<file path="src/rtl/regfile_timer_pkg.sv">
// Shared definitions for the register-file driven interval timer / PWM unit:
// FSM state encoding, control-word bit indices and status-word bit positions.
// Also consumed by the software header generator, so keep values stable.
package regfile_timer_pkg;

    typedef enum logic [1:0] {
        ST_IDLE = 2'd0,
        ST_RUN  = 2'd1,
        ST_DONE = 2'd2
    } state_t;

    // control word bit indices
    localparam int CTRL_EN      = 0;
    localparam int CTRL_ONESHOT = 1;
    localparam int CTRL_CLR     = 2;
    localparam int CTRL_ACK     = 3;
    localparam int CTRL_IRQ_EN  = 4;

    // status word bit positions
    localparam int STAT_STATE_LSB = 0;
    localparam int STAT_STATE_MSB = 1;
    localparam int STAT_IRQ_PEND  = 2;
    localparam int STAT_OVERRUN   = 3;

endpackage

</file>
<file path="src/rtl/regfile_timer_edge.sv">
// Purpose: 1-bit rising-edge detector on a register-level command bit.
// Latency: pulse is registered, one cycle after the first clock that samples d high.
// Backpressure: none; single-cycle pulse, history reset to 0 so a bit held high through reset fires once.
// Ports: axi_aclk, axi_aresetn (async active-low), d (level in), rise (1-cycle pulse out).
module rt_edge_det (
    input  logic axi_aclk,
    input  logic axi_aresetn,
    input  logic d,
    output logic rise
);

    logic d_q;

    always_ff @(posedge axi_aclk or negedge axi_aresetn) begin
        if (!axi_aresetn) begin
            d_q  <= 1'b0;
            rise <= 1'b0;
        end else begin
            d_q  <= d;
            rise <= d & ~d_q;
        end
    end

endmodule

</file>
<file path="src/rtl/regfile_timer.sv">
// Purpose: programmable interval timer / PWM fed by ctrl/period/compare register words.
// Latency: CLR/ACK act 1 cycle after their edge is seen; count/status update on the edge after a tick; irq/pwm lag one more cycle.
// Backpressure: none; register levels are sampled every cycle, no handshakes.
// Ports: ctrl_i (EN/ONESHOT/CLR/ACK/IRQ_EN), period_i (terminal count), compare_i (PWM threshold),
//        count_o, wraps_o, status_o ({overrun, irq_pending, state}), irq_o, pwm_o.
module regfile_timer
    import regfile_timer_pkg::*;
#(
    parameter int CW       = 32,
    parameter int PRESCALE = 1
) (
    input  logic          axi_aclk,
    input  logic          axi_aresetn,
    input  logic [31:0]   ctrl_i,
    input  logic [CW-1:0] period_i,
    input  logic [CW-1:0] compare_i,
    output logic [CW-1:0] count_o,
    output logic [31:0]   wraps_o,
    output logic [31:0]   status_o,
    output logic          irq_o,
    output logic          pwm_o
);

    localparam int             PW      = (PRESCALE > 1) ? $clog2(PRESCALE) : 1;
    localparam logic [PW-1:0]  PS_LAST = PW'(PRESCALE - 1);

    state_t          state_q, state_n;
    logic [CW-1:0]   count_q, count_n;
    logic [31:0]     wraps_q, wraps_n;
    logic [PW-1:0]   presc_q, presc_n;
    logic            pend_q, pend_n;
    logic            ovr_q, ovr_n;
    logic            irq_q, pwm_q;
    logic            tick;
    logic            clr_pls, ack_pls;

    logic en, oneshot, irq_en;
    assign en      = ctrl_i[CTRL_EN];
    assign oneshot = ctrl_i[CTRL_ONESHOT];
    assign irq_en  = ctrl_i[CTRL_IRQ_EN];

    // reserved control bits are ignored
    logic unused_ctrl_bits;
    assign unused_ctrl_bits = ^ctrl_i[31:5];

    rt_edge_det u_clr_edge (
        .axi_aclk    (axi_aclk),
        .axi_aresetn (axi_aresetn),
        .d           (ctrl_i[CTRL_CLR]),
        .rise        (clr_pls)
    );

    rt_edge_det u_ack_edge (
        .axi_aclk    (axi_aclk),
        .axi_aresetn (axi_aresetn),
        .d           (ctrl_i[CTRL_ACK]),
        .rise        (ack_pls)
    );

    always_comb begin
        state_n = state_q;
        count_n = count_q;
        wraps_n = wraps_q;
        presc_n = '0;
        pend_n  = pend_q;
        ovr_n   = ovr_q;
        tick    = 1'b0;

        // ACK is applied first so a terminal tick in the same cycle re-raises pending
        if (ack_pls) begin
            pend_n = 1'b0;
            ovr_n  = 1'b0;
        end

        case (state_q)
            ST_IDLE: begin
                // count is held so EN low/high acts as pause/resume
                if (en && (period_i != '0)) state_n = ST_RUN;
            end
            ST_RUN: begin
                tick    = (presc_q == PS_LAST);
                presc_n = tick ? '0 : presc_q + PW'(1);
                if (tick) begin
                    // >= so that lowering period below the live count still wraps
                    if (count_q >= period_i) begin
                        count_n = '0;
                        wraps_n = wraps_q + 32'd1;
                        ovr_n   = ovr_n | pend_n;
                        pend_n  = 1'b1;
                        if (oneshot) state_n = ST_DONE;
                    end else begin
                        count_n = count_q + CW'(1);
                    end
                end
                // the tick above still completes on the cycle EN drops
                if (!en || (period_i == '0)) begin
                    state_n = ST_IDLE;
                    presc_n = '0;
                end
            end
            ST_DONE: begin
                if (!en) state_n = ST_IDLE;
            end
            default: state_n = ST_IDLE;
        endcase

        // CLR overrides everything, including a same-cycle wrap
        if (clr_pls) begin
            state_n = ST_IDLE;
            count_n = '0;
            wraps_n = '0;
            presc_n = '0;
            pend_n  = 1'b0;
            ovr_n   = 1'b0;
        end
    end

    always_ff @(posedge axi_aclk or negedge axi_aresetn) begin
        if (!axi_aresetn) begin
            state_q <= ST_IDLE;
            count_q <= '0;
            wraps_q <= '0;
            presc_q <= '0;
            pend_q  <= 1'b0;
            ovr_q   <= 1'b0;
            irq_q   <= 1'b0;
            pwm_q   <= 1'b0;
        end else begin
            state_q <= state_n;
            count_q <= count_n;
            wraps_q <= wraps_n;
            presc_q <= presc_n;
            pend_q  <= pend_n;
            ovr_q   <= ovr_n;
            irq_q   <= pend_q & irq_en;
            pwm_q   <= (state_q == ST_RUN) && (count_q < compare_i);
        end
    end

    always_comb begin
        status_o = '0;
        status_o[STAT_STATE_MSB:STAT_STATE_LSB] = state_q;
        status_o[STAT_IRQ_PEND] = pend_q;
        status_o[STAT_OVERRUN]  = ovr_q;
    end

    assign count_o = count_q;
    assign wraps_o = wraps_q;
    assign irq_o   = irq_q;
    assign pwm_o   = pwm_q;

endmodule
</file>
<file path="config.mk">
export PLATFORM = sky130hd
export DESIGN_NAME = regfile_timer
export DESIGN_NICKNAME = d
export VERILOG_FILES = /design/src/rtl/regfile_timer_pkg.sv /design/src/rtl/regfile_timer_edge.sv /design/src/rtl/regfile_timer.sv
export SDC_FILE = /design/constraint.sdc
export NUM_CORES = 1
export LEC_CHECK = 0
export CORE_ASPECT_RATIO = 1.2
export CORE_UTILIZATION = 51
export DETAILED_ROUTE_END_ITERATION = 8
export PLACE_DENSITY = 0.93
export SETUP_SLACK_MARGIN = 0.2
export SLEW_MARGIN = 30
export SYNTH_ARGS = -nofsm -noshare
export SYNTH_HDL_FRONTEND = slang
export SYNTH_SLANG_ARGS = --single-unit
</file>
<file path="constraint.sdc">
create_clock -name axi_aclk -period 6.5 [get_ports axi_aclk]
set_input_delay 0.975 -clock axi_aclk [delete_from_list [all_inputs] [get_ports axi_aclk]]
set_output_delay 0.975 -clock axi_aclk [all_outputs]
set_load 0.01 [all_outputs]
</file>
==> results.py, run 1 <==
metrics = {
    "status": {
        "status": "finished, final reports clean",
    },
    "power_and_ir_drop": {
        "pwr-share-comb_pct": 27.1,
        "internal_power_mw": 1.108,
        "clkPwrFrac_pct": 37.5,
        "peakVddDrop_mv": 0.1264,
        "p_sw_share_pct": 30.58,
        "netSwitchingPower_mw": 0.4883,
        "p_leak_nw": 3.480,
        "power.total_mw": 1.597,
        "pwr-share-seq_pct": 35.4,
        "power_density_nw_per_um2": 207.3,
    },
    "route": {
        "drt-total-wl_um": 16010,
        "wl_per_cell_um": 16.19,
        "vias_per_cell": 6.037,
        "drt_pass1_iterations": 5,
        "num_vias": 5971,
        "post-route-drc-count": 0,
        "ant_nets": 0,
        "drt_iter0_drc": 513,
    },
    "grt": {
        "antenna_found_initial": 0,
        "grt_max_degree": 75,
        "track_usage_pct": 27.23,
        "grt_pass1_vias": 5589,
        "grt_pass1_wl_um": 26210,
        "overflow": 0,
    },
    "synth": {
        "synth_seq_cells": 74,
        "netlist_area_sq_um": 5913,
        "syn-instance-count": 705,
        "ys.flop_type": "dfrtp_1",
        "yosys.cell_types.count": 56,
        "synth.largest_area_cell": "dfrtp_1",
        "synth.top_cell.area_share_pct": 31.32,
        "avgSynthCellArea_sq_um": 8.387,
        "synth.most_common_cell": "dfrtp_1",
        "ys_top_cells_by_count": "dfrtp_1, inv_1, ha_1",
        "async_reset_ff_share_pct": 100.0,
        "synth_warnings": 0,
        "synth.area.top_cells": "dfrtp_1, ha_1, a21oi_1, inv_1, nand2_1",
        "synth_edf_count": 0,
        "ys_seq_area_share_pct": 31.32,
    },
    "timing": {
        "finalHoldViolCount": 0,
        "fin_crit_ps": 3936,
        "rsz0062_at_grt": "false",
        "slew_headroom_pct": 46.93,
        "drv_slew": 0,
        "clock_skew_ps": 6.067,
        "setup_tns_ps": 0,
        "fin_crit_sh_pct": 60.55,
        "timing.fmax_ghz": 0.2541,
        "setup_violations": 0,
        "tightest_slew_ps": 796.0,
    },
    "worst_setup_path": {
        "path_class": "primary input to flip-flop",
        "required_ps": 6720,
        "slowest_stage": "clkdlybuf4s50_1",
        "cp-start-kind": "primary input",
        "crit_arrival_ps": 4160,
        "critPathMaxStageDelay_ps": 500,
        "crit_fanout": 31,
        "crit_path_cell_trace": "clkdlybuf4s50_1 -> inv_1 -> ha_1 -> a21o_1 -> a221o_1 -> a22oi_2 -> o211ai_2 -> a21oi_4 -> clkbuf_16 -> nand3_1 -> o41ai_1",
        "cp-end-kind": "flip-flop",
    },
    "clocking": {
        "cts-resized-gates": 0,
        "ctsLongestPathBuffers": 2,
        "path_clk_slew_ps": 60,
        "clk_latency_ps": 330,
        "htree_levels": 3,
        "numClockSinks": 74,
        "root_buffer": "clkbuf_16",
        "postCtsSetupBuffers": 0,
        "ctsHoldBuffers": 0,
        "numCtsBuffers": 9,
        "cts_tree": "done",
    },
    "floorplanning": {
        "die_w_um": 100.3,
        "die_h_um": 120.0,
        "core-area_sq_um": 11140,
        "rows": 42,
        "ios": 196,
        "dieArea_sq_um": 12030,
        "initial_core_util_pct": 53.08,
    },
    "finish": {
        "antenna_cells": 0,
        "layout.nets": 994,
        "area_growth_pct": 30.24,
        "design_area_sq_um": 7701,
        "drive_above_1_share_pct": 4.551,
    },
    "placed_design": {
        "gp_congestion": 0.8764,
        "place_hpwl_um": 11450,
        "io_buffers": 140,
        "place_area_sq_um": 7317,
    },
    "min_path": {
        "hold_path_class": "flip-flop to flip-flop",
    },
    "job": {
        "max-cap-violations": 0,
    },
}
layout make-up:
class | count | area (sq um)
clock buffer | 9 | 225.2
clock inverter | 6 | 130.1
fill | 848 | 3440
inverter | 71 | 266.5
multi-input combinational | 529 | 3557
sequential | 74 | 1852
tap | 154 | 192.7
timing repair buffer | 146 | 1478
power by group through the flow:
stage / clock network (mW) / logic, mW / registers [mW]
after floorplan: 0 / 0.245 / 0.562
after global placement: 0 / 0.407 / 0.571
after detailed placement: 0 / 0.423 / 0.571
after CTS: 0.602 / 0.425 / 0.564
after global routing: 0.618 / 0.481 / 0.571
final: 0.599 / 0.433 / 0.565
cell families (layout without fill, tap and decap cells):
logic type / after synthesis / after routing / synth area share (%)
muxes: 9 / 9 / 1.524
buffers and inverters: 129 / 232 / 10.41
AOI/OAI and AO/OA: 170 / 170 / 18.64
and+or+nand+nor: 257 / 257 / 24.29
DFF: 74 / 74 / 31.32
adders and majority gates: 65 / 65 / 13.75
other: 1 / 28 / 0.06342
worst max-delay path, delay by kind of cell:
kind | cells | cell delay [ps]
buffers and inverters | 3 | 850
adder cells (fa/ha/maj) | 1 | 300
AND/OR/NAND/NOR | 1 | 300
AO/OA/AOI/OAI | 6 | 1720
cells in the final DEF (no fill, tap or decap), types with 2 or more instances in the layout:
| cell type | Yosys | layout |
|---|---|---|
| or4_1 | 25 | 25 |
| or3_1 | 8 | 8 |
| a22o_1 | 6 | 6 |
| a2111oi_0 | 2 | 2 |
| nand4_1 | 24 | 24 |
| and4_1 | 6 | 6 |
| a211oi_1 | 2 | 2 |
| and3_1 | 15 | 15 |
| a21o_1 | 10 | 10 |
| a21oi_1 | 61 | 61 |
| o21ai_0 | 28 | 28 |
| o31a_1 | 4 | 4 |
| o41ai_1 | 3 | 3 |
| buf_4 | 30 | 4 |
| a31oi_1 | 8 | 8 |
| inv_1 | 71 | 71 |
| nor2_1 | 25 | 24 |
| nand3_1 | 33 | 33 |
| nor2b_1 | 7 | 7 |
| o21ai_1 | 2 | 2 |
| clkbuf_16 | 0 | 10 |
| clkinv_2 | 0 | 2 |
| nor4_1 | 12 | 12 |
| mux2i_1 | 9 | 9 |
| or2_2 | 2 | 2 |
| nor3_1 | 13 | 13 |
| a31o_2 | 3 | 3 |
| clkdlybuf4s50_1 | 0 | 139 |
| nand2b_1 | 4 | 4 |
| and2_1 | 8 | 8 |
| a41oi_1 | 4 | 4 |
| ha_1 | 65 | 65 |
| dfrtp_1 | 74 | 74 |
| nand2_1 | 63 | 63 |
| conb_1 | 1 | 28 |
| o31ai_1 | 29 | 29 |
| bufinv_16 | 0 | 4 |
layer usage:
| layer | vias to the layer above | track usage, % | part of all wire (%) | routed length (um) |
|---|---|---|---|---|
| li1 | 2794 | - | - | - |
| met5 | - | 0 | 0 | 0 |
| met2 | 300 | 47.52 | 50 | 8009 |
| met1 | 2844 | 33.74 | 40 | 6401 |
| met4 | 0 | 11.59 | 2.7 | 430 |
| met3 | 33 | 3.029 | 7.3 | 1168 |
final timing paths:
check                                    start               to  slack [ps]  depth (start not counted)
worst max-delay path              period_i[17]      count_o[31]        2560                         11
worst min-delay path            u_clr_edge.d_q  u_clr_edge.rise         400                          1
worst max register to register     count_o[19]      count_o[31]        3190                          9
worst min register to register  u_clr_edge.d_q  u_clr_edge.rise         400                          1
max in group asynchronous          axi_aresetn      count_o[11]        5360                          1
min in group asynchronous          axi_aresetn      wraps_o[12]         640                          1
metrics by stage:
step	hold WS (ps)	setup slack, ps	std cells	util (%)
global route	410.8	2414	989	69.13
global placement	382.1	1947	973	65.66
CTS	397.0	2217	988	68.87
floorplan	377.7	3368	732	-
detailed placement	396.5	1897	973	65.68
finish	395.3	2564	989	69.13
(Power assumes the default switching activity.)
==> run 2: changes to the inputs <==
- CORE_UTILIZATION: 51 -> 43
- PLACE_DENSITY: 0.93 -> 0.84
- clock period: 6.5 -> 3.28 ns (I/O delays scaled with it)
==> results.py, run 2 (same netlist as run 1, synthesis figures left out) <==
metrics = {
    "worst_setup_path": {
        "critPathLaunch": "period_i[17]",
        "crit_path_cell_trace": "clkdlybuf4s50_1 -> inv_1 -> ha_1 -> a21o_1 -> a221o_1 -> a22oi_2 -> o211ai_4 -> a21o_4 -> or4_1 -> a31oi_1",
        "critPathMaxStageDelay_ps": 500,
        "cp-end-kind": "flip-flop",
        "slowest_stage": "clkdlybuf4s50_1",
        "reg2reg_slack_ps": 530,
        "r2r-end": "wraps_o[6]",
        "path_class": "primary input to flip-flop",
        "cp-start-kind": "primary input",
        "crit_fanout": 12,
        "worstSetupEndpoint": "count_o[24]",
        "required_ps": 3540,
        "rr_startpoint": "count_o[29]",
        "r2r_cells": 9,
        "crit_arrival_ps": 3210,
    },
    "timing": {
        "setup_slack_ps": 327.4,
        "fin_crit_ps": 2953,
        "fin_crit_sh_pct": 90.02,
        "setup_tns_ps": 0,
        "clock_skew_ps": 4.960,
        "drv_slew": 0,
        "rsz0062_at_grt": "false",
        "setup_violations": 0,
        "timing.fmax_ghz": 0.3387,
        "tightest_slew_ps": 756.8,
        "finalHoldViolCount": 0,
        "slew_headroom_pct": 49.39,
    },
    "min_path": {
        "hold_path_class": "primary input to async pin",
    },
    "power_and_ir_drop": {
        "power.total_mw": 3.170,
        "power_density_nw_per_um2": 401.5,
        "peakVddDrop_mv": 0.2563,
        "p_leak_nw": 3.589,
    },
    "placed_design": {
        "place_hpwl_um": 12180,
        "io_buffers": 140,
        "placed_cells": 1015,
        "gp_congestion": 0.9147,
        "dp_slack_ps": -137.5,
    },
    "route": {
        "highest_layer": "met4",
        "wl_met2_um": 7932,
        "drt_iter0_drc": 382,
        "drt_pass1_iterations": 5,
        "vias_per_cell": 5.785,
        "post-route-drc-count": 0,
        "met3_length_um": 1161,
        "drt-total-wl_um": 16530,
        "ant_nets": 0,
        "wl_per_cell_um": 16.05,
        "num_vias": 5959,
        "wl_met1_um": 7053,
    },
    "grt": {
        "grt_pass1_wl_um": 26940,
        "grt_max_degree": 75,
        "track_usage_pct": 24.06,
        "overflow": 0,
        "grt_pass1_vias": 5600,
        "antenna_found_initial": 0,
    },
    "clocking": {
        "cts-resized-gates": 0,
        "ctsLongestPathBuffers": 2,
        "htree_levels": 3,
        "ctsHoldBuffers": 0,
        "numClockSinks": 74,
        "numCtsBuffers": 9,
        "clk_latency_ps": 340,
        "cts_tree": "done",
        "path_clk_slew_ps": 60,
        "postCtsSetupBuffers": 0,
        "root_buffer": "clkbuf_16",
    },
    "finish": {
        "area_growth_pct": 33.54,
        "most-common-layout-cells": "clkdlybuf4s50_1, dfrtp_1, inv_1, ha_1, nand2_1",
        "regArea_sq_um": 1852,
        "stdcell_count": 1030,
        "n_fill_cell": 1121,
        "antenna_cells": 0,
        "layout_commonest_cell": "clkdlybuf4s50_1",
        "multi_input_area_sq_um": 3575,
        "layout.nets": 1021,
        "drive_above_1_share_pct": 7.657,
    },
    "floorplanning": {
        "die_w_um": 109.1,
        "core-area_sq_um": 13300,
        "die_h_um": 130.5,
        "initial_core_util_pct": 44.48,
        "ios": 196,
        "dieArea_sq_um": 14230,
        "rows": 46,
    },
    "job": {
        "max-cap-violations": 0,
    },
    "status": {
        "status": "finished, final reports clean",
    },
}
[run 2: cell type report]
| cell class | instances | share of cell area (%) |
|---|---|---|
| Multi-Input combinational cell | 529 | 45.27 |
| Sequential cell | 74 | 23.45 |
| Timing Repair Buffer | 173 | 21.22 |
| Inverter | 71 | 3.375 |
| Clock buffer | 10 | 3.026 |
| Tap cell | 168 | 2.662 |
| Clock inverter | 5 | 0.9983 |
[run 2: how the worst min path moves through the flow]
stage,slack (ps),end,from
floorplan,200,count_o[0],axi_aresetn
global placement,380,u_ack_edge.rise,u_ack_edge.d_q
detailed placement,380,u_ack_edge.rise,u_ack_edge.d_q
CTS,350,wraps_o[7],axi_aresetn
global route,240,wraps_o[12],axi_aresetn
finish,180,wraps_o[12],axi_aresetn
[run 2: per-layer routing]
layer | up-vias | global-route usage (%)
met5 | - | 0
li1 | 2858 | -
met4 | 0 | 9.062
met2 | 254 | 39.96
met1 | 2813 | 30.84
met3 | 34 | 4.613
[run 2: where the power goes]
group | switching [mW] | leakage (nW) | internal [mW]
clock | 0.401 | 0.158 | 0.681
sequential | 0.107 | 1.01 | 0.978
combinational | 0.523 | 2.42 | 0.480
[run 2: worst max-delay path, delay by kind of cell]
family                   cells  cell delay (ps)
adder cells (fa/ha/maj)      1              300
AO/OA/AOI/OAI                6             1400
buffers and inverters        2              550
AND/OR/NAND/NOR              1              470
[run 2: through the flow]
step	util [%]	instance area [sq um]	hold WS, ps
after floorplan	-	6015	196.4
after global placement	56.82	7555	384.6
after detailed placement	56.82	7555	383.9
after CTS	59.21	7873	351.9
after global routing	59.39	7896	237.0
final	59.39	7896	183.6
